<file path="src/rtl/uart_tx_pkg.sv">
// uart_tx_pkg: shared FSM state type and default sizing for the UART transmit arbiter
package uart_tx_pkg;
  localparam int UART_DATA_W      = 8;
  localparam int UART_MAX_PKT_LEN = 64;
  typedef enum logic [2:0] {IDLE, SEND, GUARD, CKSUM, DONE} state_t;
endpackage

</file>
<file path="src/rtl/uart_tx_arbiter_rr_pick2.sv">
// rr_pick2: two-way round-robin pick
// Ports: valid[1:0] request bits, ptr preferred requester, grant one-hot winner or 0.
module rr_pick2 (
  input  logic [1:0] valid,
  input  logic       ptr,
  output logic [1:0] grant
);
  always_comb grant = (ptr ? valid[1] : valid[0]) ? (ptr ? 2'b10 : 2'b01)
                                                  : (ptr ? {1'b0, valid[0]} : {valid[1], 1'b0});
endmodule

</file>
<file path="src/rtl/uart_tx_arbiter.sv">
// uart_tx_arbiter: two-requester round-robin arbiter feeding packet bytes to a UART transmitter
// Ports: CLK100MHZ clock; reset sync active-high; start enables new grants;
//   req_valid/req_data/req_last/req_ready per-requester byte streams;
//   tx_ready/tx_start/tx_data transmitter load handshake;
//   grant one-hot owner; pkt_done end-of-packet pulse; err_trunc forced-end pulse.
// Build option: UART_TX_ARBITER_CHECKSUM_EN appends an XOR checksum byte to every packet.
module uart_tx_arbiter
  import uart_tx_pkg::*;
#(
  parameter int DATA_W      = UART_DATA_W,
  parameter int MAX_PKT_LEN = UART_MAX_PKT_LEN
) (
  input  logic                CLK100MHZ,
  input  logic                reset,
  input  logic                start,
  input  logic [1:0]          req_valid,
  input  logic [2*DATA_W-1:0] req_data,
  input  logic [1:0]          req_last,
  output logic [1:0]          req_ready,
  input  logic                tx_ready,
  output logic                tx_start,
  output logic [DATA_W-1:0]   tx_data,
  output logic [1:0]          grant,
  output logic                pkt_done,
  output logic                err_trunc
);
  localparam int CW = $clog2(MAX_PKT_LEN + 1);
  state_t r_state, w_next;
  logic [1:0] r_grant, w_pick;
  logic r_ptr, r_last, w_gi, w_xfer, w_full, w_ck_tx, w_ck_sent;
  logic [CW-1:0] r_cnt;
  logic [DATA_W-1:0] w_byte, w_ck;
  rr_pick2 u_pick (.valid(req_valid), .ptr(r_ptr), .grant(w_pick));
  assign w_gi      = r_grant[1];
  assign w_byte    = w_gi ? req_data[DATA_W +: DATA_W] : req_data[0 +: DATA_W];
  assign req_ready = (r_state == SEND) ? (r_grant & {2{tx_ready}}) : 2'b00;
  assign w_xfer    = |(req_valid & req_ready);
  assign w_full    = r_cnt == CW'(MAX_PKT_LEN);
`ifdef UART_TX_ARBITER_CHECKSUM_EN
  localparam state_t LAST_ST = CKSUM;
  logic [DATA_W-1:0] r_ck;
  logic r_ck_sent;
  assign w_ck_tx   = (r_state == CKSUM) && tx_ready;
  assign w_ck      = r_ck;
  assign w_ck_sent = r_ck_sent;
  // r_ck_sent marks that the GUARD in progress follows the checksum byte, not a data byte
  always_ff @(posedge CLK100MHZ) begin
    if (reset || r_state == DONE) begin
      r_ck      <= '0;
      r_ck_sent <= 1'b0;
    end else begin
      if (w_xfer) r_ck <= r_ck ^ w_byte;
      if (w_ck_tx) r_ck_sent <= 1'b1;
    end
  end
`else
  localparam state_t LAST_ST = DONE;
  assign w_ck_tx   = 1'b0;
  assign w_ck      = '0;
  assign w_ck_sent = 1'b0;
`endif
  always_comb begin
    w_next = r_state;
    case (r_state)
      IDLE:    w_next = (start && w_pick != 2'b00) ? SEND : IDLE;
      SEND:    w_next = w_xfer ? GUARD : SEND;
      GUARD:   w_next = w_ck_sent ? DONE : (r_last || w_full) ? LAST_ST : SEND;
`ifdef UART_TX_ARBITER_CHECKSUM_EN
      CKSUM:   w_next = tx_ready ? GUARD : CKSUM;
`endif
      DONE:    w_next = IDLE;
      default: w_next = IDLE;
    endcase
  end
  always_ff @(posedge CLK100MHZ) begin
    if (reset) begin
      r_state <= IDLE;
      r_grant <= '0;
      r_ptr   <= 1'b0;
      r_cnt   <= '0;
      r_last  <= 1'b0;
    end else begin
      r_state <= w_next;
      if (r_state == IDLE && w_next == SEND) r_grant <= w_pick;
      if (w_xfer) begin
        r_cnt  <= w_full ? r_cnt : r_cnt + CW'(1);
        r_last <= req_last[w_gi];
      end
      // pointer hands priority to the requester that did not just own the transmitter
      if (r_state == DONE) begin
        r_grant <= '0;
        r_cnt   <= '0;
        r_ptr   <= r_grant[0];
      end
    end
  end
  assign tx_start  = w_xfer || w_ck_tx;
  assign tx_data   = w_xfer ? w_byte : (w_ck_tx ? w_ck : '0);
  assign grant     = r_grant;
  assign pkt_done  = r_state == DONE;
  assign err_trunc = (r_state == GUARD) && w_full && !r_last && !w_ck_sent;
endmodule

</file>
<file path="config.mk">
export PLATFORM = sky130hd
export DESIGN_NAME = uart_tx_arbiter
export DESIGN_NICKNAME = d
export VERILOG_FILES = /design/src/rtl/uart_tx_pkg.sv /design/src/rtl/uart_tx_arbiter_rr_pick2.sv /design/src/rtl/uart_tx_arbiter.sv
export SDC_FILE = /design/constraint.sdc
export NUM_CORES = 1
export LEC_CHECK = 0
export CAP_MARGIN = 20
export CORE_MARGIN = 2
export CORE_UTILIZATION = 40
export DETAILED_ROUTE_END_ITERATION = 8
export PLACE_DENSITY_LB_ADDON = 0.15
export SETUP_SLACK_MARGIN = 0.2
export SYNTH_ARGS = -nofsm -noshare
export SYNTH_HDL_FRONTEND = slang
export SYNTH_HIERARCHICAL = 1
export SYNTH_SLANG_ARGS = --single-unit
</file>
<file path="constraint.sdc">
create_clock -name CLK100MHZ -period 2.2 [get_ports CLK100MHZ]
set_clock_uncertainty 0.1 [all_clocks]
set_input_delay 0.44 -clock CLK100MHZ [delete_from_list [all_inputs] [get_ports CLK100MHZ]]
set_output_delay 0.44 -clock CLK100MHZ [all_outputs]
set_load 0.01 [all_outputs]
</file>
# Word level (Yosys, flattened, before mapping)
# Cells that the tools add are included.
dict set report word_totals {
  register_bits 14
  inputBits 24
  output_inout_bits 15
  wordCells 39
}
dict set report op_classes {
  n_addsub 1
  n_lt_le_gt_ge 1
  eq_ne 5
  n_mux 13
  n_bitwise 3
  reduce_logical 11
}
# cell count
set op_table {}
lappend op_table {{$mux 8} 2}
lappend op_table {{$mux 2} 5}
lappend op_table {{$pmux 3 s3} 1}
lappend op_table {{$add 7x1->7 const B} 1}
lappend op_table {{$eq 7x7->1 const B} 1}
lappend op_table {{$eq 3x1->1 const B} 2}
lappend op_table {{$and 2x2->2} 2}
lappend op_table {{$logic_and 1x1->1} 4}
lappend op_table {{$mux 1} 4}
lappend op_table {{$reduce_or 2->1} 2}
lappend op_table {{$eq 3x2->1 const B} 1}
lappend op_table {{$eq 3x3->1 const B} 1}
lappend op_table {{$logic_not 3->1} 1}
lappend op_table {{$mux 3} 1}
lappend op_table {{$lt 1x2->1 const B} 1}
lappend op_table {{$reduce_and 2->1} 1}
lappend op_table {{$reduce_bool 2->1} 1}
lappend op_table {{$logic_not 1->1} 1}
lappend op_table {{$logic_or 1x1->1} 1}
lappend op_table {{$not 1->1} 1}

# Logic depth before layout (Yosys ltp)
# Gate-level depths: netlist of run 1.
dict set report logic_depth {
  ltp_word 8
  depth_mapped 6
  depth_no_buf 6
}

# Hierarchy
# Netlist of run 1, hierarchy kept.
# module instances cells_per_inst area_per_inst_um2 seq_area_each_um2
set by_module_without_submodules {}
lappend by_module_without_submodules {uart_tx_arbiter 1 100 819.5 280.3}
lappend by_module_without_submodules {rr_pick2 1 3 18.8 0.0}

# Worst setup path before layout of run 1
# Ideal clock, no wire load.
dict set report synth_path {
  path_type {input to output}
  from {in req_valid[0]}
  to {out tx_data[0]}
  arrival_ps 1393
  required_time_ps 1660
  setup_slack_ps 267
  path_stages 5
  n_path_buf 2
  path_cell_list {a22oi_1 -> or2_0 -> clkbuf_2 -> clkbuf_1 -> nor2_1}
}
dict set report synth_via {
  elab_chain_len 3
}
# item line
set synth_rtl {}
lappend synth_rtl {{from (decl)} uart_tx_arbiter.sv:16} ;# input logic [1:0] req_valid,
lappend synth_rtl {{$and 2x2->2} uart_tx_arbiter.sv:37} ;# assign w_xfer = |(req_valid & req_ready);
lappend synth_rtl {{$reduce_or 2->1} uart_tx_arbiter.sv:37}
lappend synth_rtl {{$mux 8} uart_tx_arbiter.sv:98} ;# assign tx_data = w_xfer ? w_byte : (w_ck_tx ? w_ck : '0);
lappend synth_rtl {{to (decl)} uart_tx_arbiter.sv:22} ;# output logic [DATA_W-1:0] tx_data,
# Every way passes these cells.

# Worst setup path in the final report of run 1
dict set report layout_path {
  from {reg r_state[1]}
  to {out tx_data[0]}
}
dict set report layout_via {
  elab_chain_len 5
}
# item line
set layout_rtl {}
lappend layout_rtl {{from (decl)} uart_tx_arbiter.sv:28} ;# state_t r_state, w_next;
lappend layout_rtl {{from (signal assigned)} uart_tx_arbiter.sv:83} ;# r_state <= w_next;
lappend layout_rtl {{$eq 3x1->1} uart_tx_arbiter.sv:36} ;# assign req_ready = (r_state == SEND) ? (r_grant & {2{tx_ready}}) : 2'b00;
lappend layout_rtl {{$mux 2} uart_tx_arbiter.sv:36}
lappend layout_rtl {{$and 2x2->2} uart_tx_arbiter.sv:37}
lappend layout_rtl {{$reduce_or 2->1} uart_tx_arbiter.sv:37}
lappend layout_rtl {{$mux 8} uart_tx_arbiter.sv:98}
# Every way passes these cells.

==> results of run 1 <==
## layout make-up
type | instances | area, µm² | share of cell area (%)
Timing Repair Buffer | 57 | 520.5 | 34.47
Multi-Input combinational cell | 78 | 608.1 | 40.27
Clock buffer | 4 | 36.28 | 2.403
Inverter | 7 | 26.28 | 1.740
Tap cell | 27 | 33.78 | 2.237
Sequential cell | 14 | 285.3 | 18.89
## worst min-delay path, cell delays in order (launching register included)
cell	delay (ps)
dfxtp_1	350
nor2_1	100
nor3_1	50
## per-layer routing
| layer | GRT usage [%] | up-vias |
|---|---|---|
| met1 | 24.44 | 410 |
| met4 | 9.722 | 0 |
| li1 | - | 477 |
| met3 | 3.636 | 6 |
| met5 | 0 | - |
| met2 | 34.67 | 46 |
## flip-flops by register name, summed over array words and instances, names as in the netlist
name,cells
r_cnt,7
r_state,3
grant,2
r_last,1
r_ptr,1
## how the worst max path moves through the flow
| stage | from | endpoint | slack [ps] | cells past startpoint |
|---|---|---|---|---|
| finish | r_state[1]$_SDFF_PP0_ | tx_data[0] | 160 | 5 |
| global route | r_state[1]$_SDFF_PP0_ | tx_data[0] | 110 | 5 |
| CTS | r_state[2]$_SDFF_PP0_ | tx_data[0] | 160 | 5 |
| detailed placement | tx_ready | tx_data[0] | -500 | 6 |
| global placement | tx_ready | tx_data[3] | -460 | 6 |
| floorplan | req_valid[0] | tx_data[0] | 270 | 5 |
## cells in the mapped netlist
cell	number
a211oi_1	1
a21boi_1	2
a21oi_1	5
a22oi_1	1
and3b_1	1
and4bb_2	1
buf_1	1
clkbuf_1	2
clkbuf_2	1
dfxtp_1	14
ha_1	2
inv_1	7
mux2i_1	12
nand2_1	2
nand3_1	6
nand3b_1	1
nand4_1	1
nand4bb_4	1
nor2_1	22
nor3_1	5
nor3b_1	1
nor4_1	2
nor4b_1	1
o21ai_0	3
or2_0	1
or2_2	1
or3b_2	1
or4_1	1
xnor2_1	4
## timing repair
action / CTS / global route
gates resized for setup: 55 / 36
buffers inserted: 2 / 2
pin swaps: 2 / 13
setup endpoints to repair: 14 / 14
endpoints found under the hold margin: 0 / 0
gates cloned: 1 / 0
## cells by family after synthesis
group / synth area share (%)
and+or+nand+nor: 31.64
xor gates and xnor gates: 4.179
DFF: 33.43
muxes: 14.33
AOI/OAI and AO/OA: 8.357
adders and majority gates: 2.985
buffers and inverters: 5.075
## per-stage QoR
stage	power [µW]	hold slack (ps)	std cells	worst slack, ps
6_report	556.1	432.5	187	158.7
5_1_grt	575.4	455.5	187	108.4
4_1_cts	552.1	424.7	185	163.5
3_5_place_dp	367.3	418.3	178	-495.4
3_3_place_gp	365.4	391.4	178	-459.1
2_1_floorplan	301.2	376.6	103	266.6
## power by group through the flow
stage               Combinational [µW]  Clock [µW]  Sequential [µW]
finish                             108         188              260
global route                       116         199              260
CTS                                100         191              260
detailed placement                 101           0              266
global placement                  99.3           0              266
floorplan                         32.9           0              268
==> impl_metrics.py, run 1 <==
metrics = {
    "pwr": {
        "p_seq_share_pct": 46.7,
        "sw_frac_of_total_pct": 23.91,
        "internal_power_uw": 423.1,
        "p_comb_share_pct": 19.4,
        "pwr-share-clk_pct": 33.9,
        "ir_drop_mv": 0.2670,
        "p_per_area_mw_per_mm2": 368.2,
        "leakagePower_uw": 0.0005672,
        "p_sw_uw": 133.0,
    },
    "cts": {
        "cts.path.max_buffers": 2,
        "clock_tree.root_cell": "clkbuf_4",
        "htreeDepth": 1,
        "cts_tree": "yes",
        "clock_latency_ps": 280,
        "cts.clk_slew.worst_paths_ps": 90,
        "numCtsBuffers": 3,
        "hold_buffers": 0,
        "clock-sinks": 14,
    },
    "setup_path": {
        "reg2reg_from": "r_state[1]$_SDFF_PP0_",
        "cp-start-kind": "flip-flop",
        "crit_path_end_kind": "output port",
        "rr_endpoint": "r_cnt[2]$_SDFFE_PP0P_",
        "critical_path.max_fanout": 5,
        "cp_top_family": "simple AND/OR/NAND/NOR gates",
        "cp.buffers_inverters": 2,
        "cp.arrival_ps": 1500,
        "worst_path_max_delay_cell": "dfxtp_4",
        "critPathKind": "reg2out",
        "required_ps": 1660,
        "ff2ff_setup_slack_ps": 190,
        "critical_path.cell_chain": "nand4bb_4 > or2_4 > buf_8 > nor2_4 > buf_6",
        "max_stage_delay_ps": 360,
        "r2r_cells": 7,
    },
    "drt": {
        "vias_per_cell": 5.021,
        "drc": 0,
        "wl_met1_um": 1040,
        "drt-total-wl_um": 2390,
        "drtAntennaViolNets": 0,
        "detail_route.first_pass.iterations": 4,
        "met3WireLength_um": 127,
        "drt_iter0_markers": 17,
        "vias": 939,
        "top_layer": "met4",
        "wl_met2_um": 1169,
        "wl_per_cell_um": 12.78,
    },
    "global_routing": {
        "grt_max_degree": 13,
        "grt_pass1_wl_um": 3850,
        "grt_pass1_vias": 902,
        "antenna_found_initial": 0,
        "grt_usage_pct": 20.32,
        "grt_remaining_overflow": 0,
    },
    "final_layout": {
        "final_cell_mix": "22 x clkdlybuf4s50_1, 15 x buf_4, 14 x nor2_1",
        "area_growth_pct": 80.15,
        "antenna_cells": 0,
        "drive_above_1_share_pct": 35.63,
        "final_common_cell": "clkdlybuf4s50_1",
        "fill_cells": 142,
        "nets": 187,
        "final_area_mm2": 0.001510,
        "final_util_pct": 76.98,
    },
    "die": {
        "fp.dieArea_mm2": 0.002478,
        "core_mm2": 0.001962,
        "die_w_um": 49.78,
        "rows": 16,
        "io_pins": 39,
        "initial_core_util_pct": 42.73,
        "die_y_um": 49.78,
    },
    "place": {
        "dpl.hpwl_um": 1677,
        "dpl_cell_area_mm2": 0.001341,
        "place_congestion": 0.7545,
        "portBuffers": 38,
    },
    "timing": {
        "fmax_ghz": 0.4899,
        "final_hold_viol_count": 0,
        "min_period_ps": 2041,
        "maxSlewHeadroom_pct": 72.74,
        "fin_crit_sh_pct": 92.79,
        "rsz0062_at_grt": "yes",
        "setup_violations": 0,
        "tightest_slew_ps": 405.1,
        "fin_tns_setup_ps": 0,
        "drv_slew": 0,
    },
    "synthesis": {
        "yosys-top-cells-area": "dfxtp_1 33%, mux2i_1 14%, nor2_1 9.9%",
        "netlist_instances": 103,
        "ys_seq_elements": 14,
        "netlist_area_um2": 838.3,
        "yosysTopAreaCell": "dfxtp_1",
        "ys.warnings.count": 6,
        "syn-num-nets": 129,
        "synth_top_area_share_pct": 33.43,
        "ys_types": 29,
        "yosysSeqAreaShare_pct": 33.43,
        "synth_area_per_cell_um2": 8.139,
    },
    "run": {
        "cap_violations": 0,
    },
    "min_path": {
        "holdPathStages": 2,
        "min_from": "r_last$_SDFFE_PP0P_",
        "hold_path_end": "r_state[2]$_SDFF_PP0_",
        "worst_hold_path_type": "reg2reg",
    },
    "outcome": {
        "outcome": "finished clean",
    },
}
No activity file was read; power rests on OpenSTA's default activity.
==> inputs of run 2 (changes only) <==
RECOVER_POWER = 100   (was not set)
==> run 2 against run 1 <==
Net effect: clock-buffer cell count is the same; hold slack better by 4.7 ps; cell count did not move; largest power group unchanged; critical endpoint unchanged.
==> impl_metrics.py, run 2 (same netlist as run 1, synthesis figures left out) <==
metrics = {
    "outcome": {
        "outcome": "finished clean",
    },
    "setup_path": {
        "cp.arrival_ps": 1550,
        "reg2reg_from": "r_state[1]$_SDFF_PP0_",
        "required_ps": 1660,
        "critical_path.cell_chain": "nand4bb_1 > or2_4 > buf_4 > nor2_4 > buf_6",
        "worst_path_max_delay_cell": "dfxtp_1",
        "cp-start-kind": "flip-flop",
        "cp_top_family": "simple AND/OR/NAND/NOR gates",
        "critPathLaunch": "r_state[1]$_SDFF_PP0_",
        "crit_path_end_kind": "output port",
        "max_stage_delay_ps": 340,
        "critPathKind": "reg2out",
        "cp.buffers_inverters": 2,
        "critical_path.max_fanout": 5,
    },
    "die": {
        "io_pins": 39,
        "die_y_um": 49.78,
        "core_mm2": 0.001962,
        "fp.dieArea_mm2": 0.002478,
        "rows": 16,
        "initial_core_util_pct": 42.73,
        "die_w_um": 49.78,
    },
    "cts": {
        "cts.clk_slew.worst_paths_ps": 90,
        "clock-sinks": 14,
        "cts.path.max_buffers": 2,
        "numCtsBuffers": 3,
        "cts_tree": "yes",
        "clock_tree.root_cell": "clkbuf_4",
        "hold_buffers": 0,
        "clock_latency_ps": 280,
        "htreeDepth": 1,
    },
    "final_layout": {
        "largest_register_ffs": 7,
        "drive_above_1_share_pct": 27.50,
        "largest_register": "r_cnt",
        "final_area_mm2": 0.001455,
        "nets": 187,
        "regArea_um2": 281.5,
        "area_growth_pct": 73.58,
        "final_cell_mix": "20 x clkdlybuf4s50_1, 14 x nor2_1, 13 x dfxtp_1, 13 x buf_4, 12 x mux2i_1",
        "final_util_pct": 74.17,
        "final_common_cell": "clkdlybuf4s50_1",
        "multi_input_area_um2": 583.1,
        "antenna_cells": 0,
        "fill_cells": 155,
    },
    "timing": {
        "final_hold_viol_count": 0,
        "fmax_ghz": 0.4792,
        "min_period_ps": 2087,
        "hold_ws_ps": 437.2,
        "rsz0062_at_grt": "yes",
        "maxSlewHeadroom_pct": 66.42,
        "fin_tns_setup_ps": 0,
        "tightest_slew_ps": 503.7,
        "fin_crit_sh_pct": 94.86,
        "drv_slew": 0,
        "setup_violations": 0,
    },
    "global_routing": {
        "grt_remaining_overflow": 0,
        "grt_pass1_wl_um": 3850,
        "grt_pass1_vias": 902,
        "grt_max_degree": 13,
        "grt_usage_pct": 20.32,
        "antenna_found_initial": 0,
    },
    "drt": {
        "drt-total-wl_um": 2419,
        "drt_iter0_markers": 15,
        "vias_per_cell": 4.957,
        "drtAntennaViolNets": 0,
        "detail_route.first_pass.iterations": 6,
        "wl_per_cell_um": 12.94,
        "drc": 0,
        "vias": 927,
    },
    "min_path": {
        "min_from": "r_ptr$_SDFFE_PP0P_",
        "worst_hold_path_type": "reg2reg",
    },
    "run": {
        "cap_violations": 0,
    },
    "pwr": {
        "leakagePower_uw": 0.0005418,
        "ir_drop_mv": 0.2719,
        "p_per_area_mw_per_mm2": 379.4,
    },
    "place": {
        "place_congestion": 0.7545,
        "dpl_cell_area_mm2": 0.001341,
        "dpl.hpwl_um": 1677,
        "portBuffers": 38,
    },
}
## run 2: cell count changes in the layout (fill, tap and decap cells not counted), moves of 2 or more
cell / before / now
dlygate4sd3_1: 0 / 2
buf_2: 3 / 1
clkdlybuf4s50_1: 22 / 20
buf_4: 15 / 13
clkbuf_1: 0 / 6
## run 2: timing repair
action,in CTS,in global routing
resized for setup,55,36
pin swaps,2,13
cloned,1,0
setup buffers,2,2
setup endpoints to repair,14,14
## run 2: area by class of cell
| type | instances | area share (%) |
|---|---|---|
| Inverter | 7 | 1.806 |
| Sequential cell | 14 | 19.35 |
| Timing Repair Buffer | 57 | 33.96 |
| Clock buffer | 4 | 2.494 |
| Tap cell | 27 | 2.322 |
| Multi-Input combinational cell | 78 | 40.07 |
## run 2: path summary, 6_finish.rpt
kind / end / slack (ps) / cells past startpoint
worst max register to register: r_cnt[2]$_SDFFE_PP0P_ / 190 / 7
worst min register to register: r_ptr$_SDFFE_PP0P_ / 440 / 2
worst min-delay path: r_ptr$_SDFFE_PP0P_ / 440 / 2
worst max-delay path: tx_data[0] / 110 / 5
## run 2: layer usage
| layer | track usage (%) | up-vias | wire (µm) |
|---|---|---|---|
| met5 | 0 | - | 0 |
| met4 | 9.722 | 0 | 51 |
| met3 | 3.636 | 6 | 109 |
| met2 | 34.67 | 39 | 1181 |
| met1 | 24.44 | 407 | 1076 |
| li1 | - | 475 | - |
## run 2: power by group
group	internal [µW]	total (µW)	switching (µW)
clock network	101	190	89.3
logic	61.5	102	40.4
registers	257	260	3.17
## run 2: through the flow
stage | total power, µW | std cells | setup slack (ps)
after CTS | 552.1 | 185 | 163.5
final | 552.1 | 187 | 113.1
after global placement | 365.4 | 178 | -459.1
after detailed placement | 367.3 | 178 | -495.4
after global routing | 569.3 | 187 | 49.58
after floorplan | 301.2 | 103 | 266.6
## run 2: worst register-to-register path, stage by stage (launching register included)
cell       delay [ps]
dfxtp_1           340
nand4bb_1         240
or2_4             300
buf_6             140
buf_4             130
buf_6             110
or4_4             460
a21oi_1           130
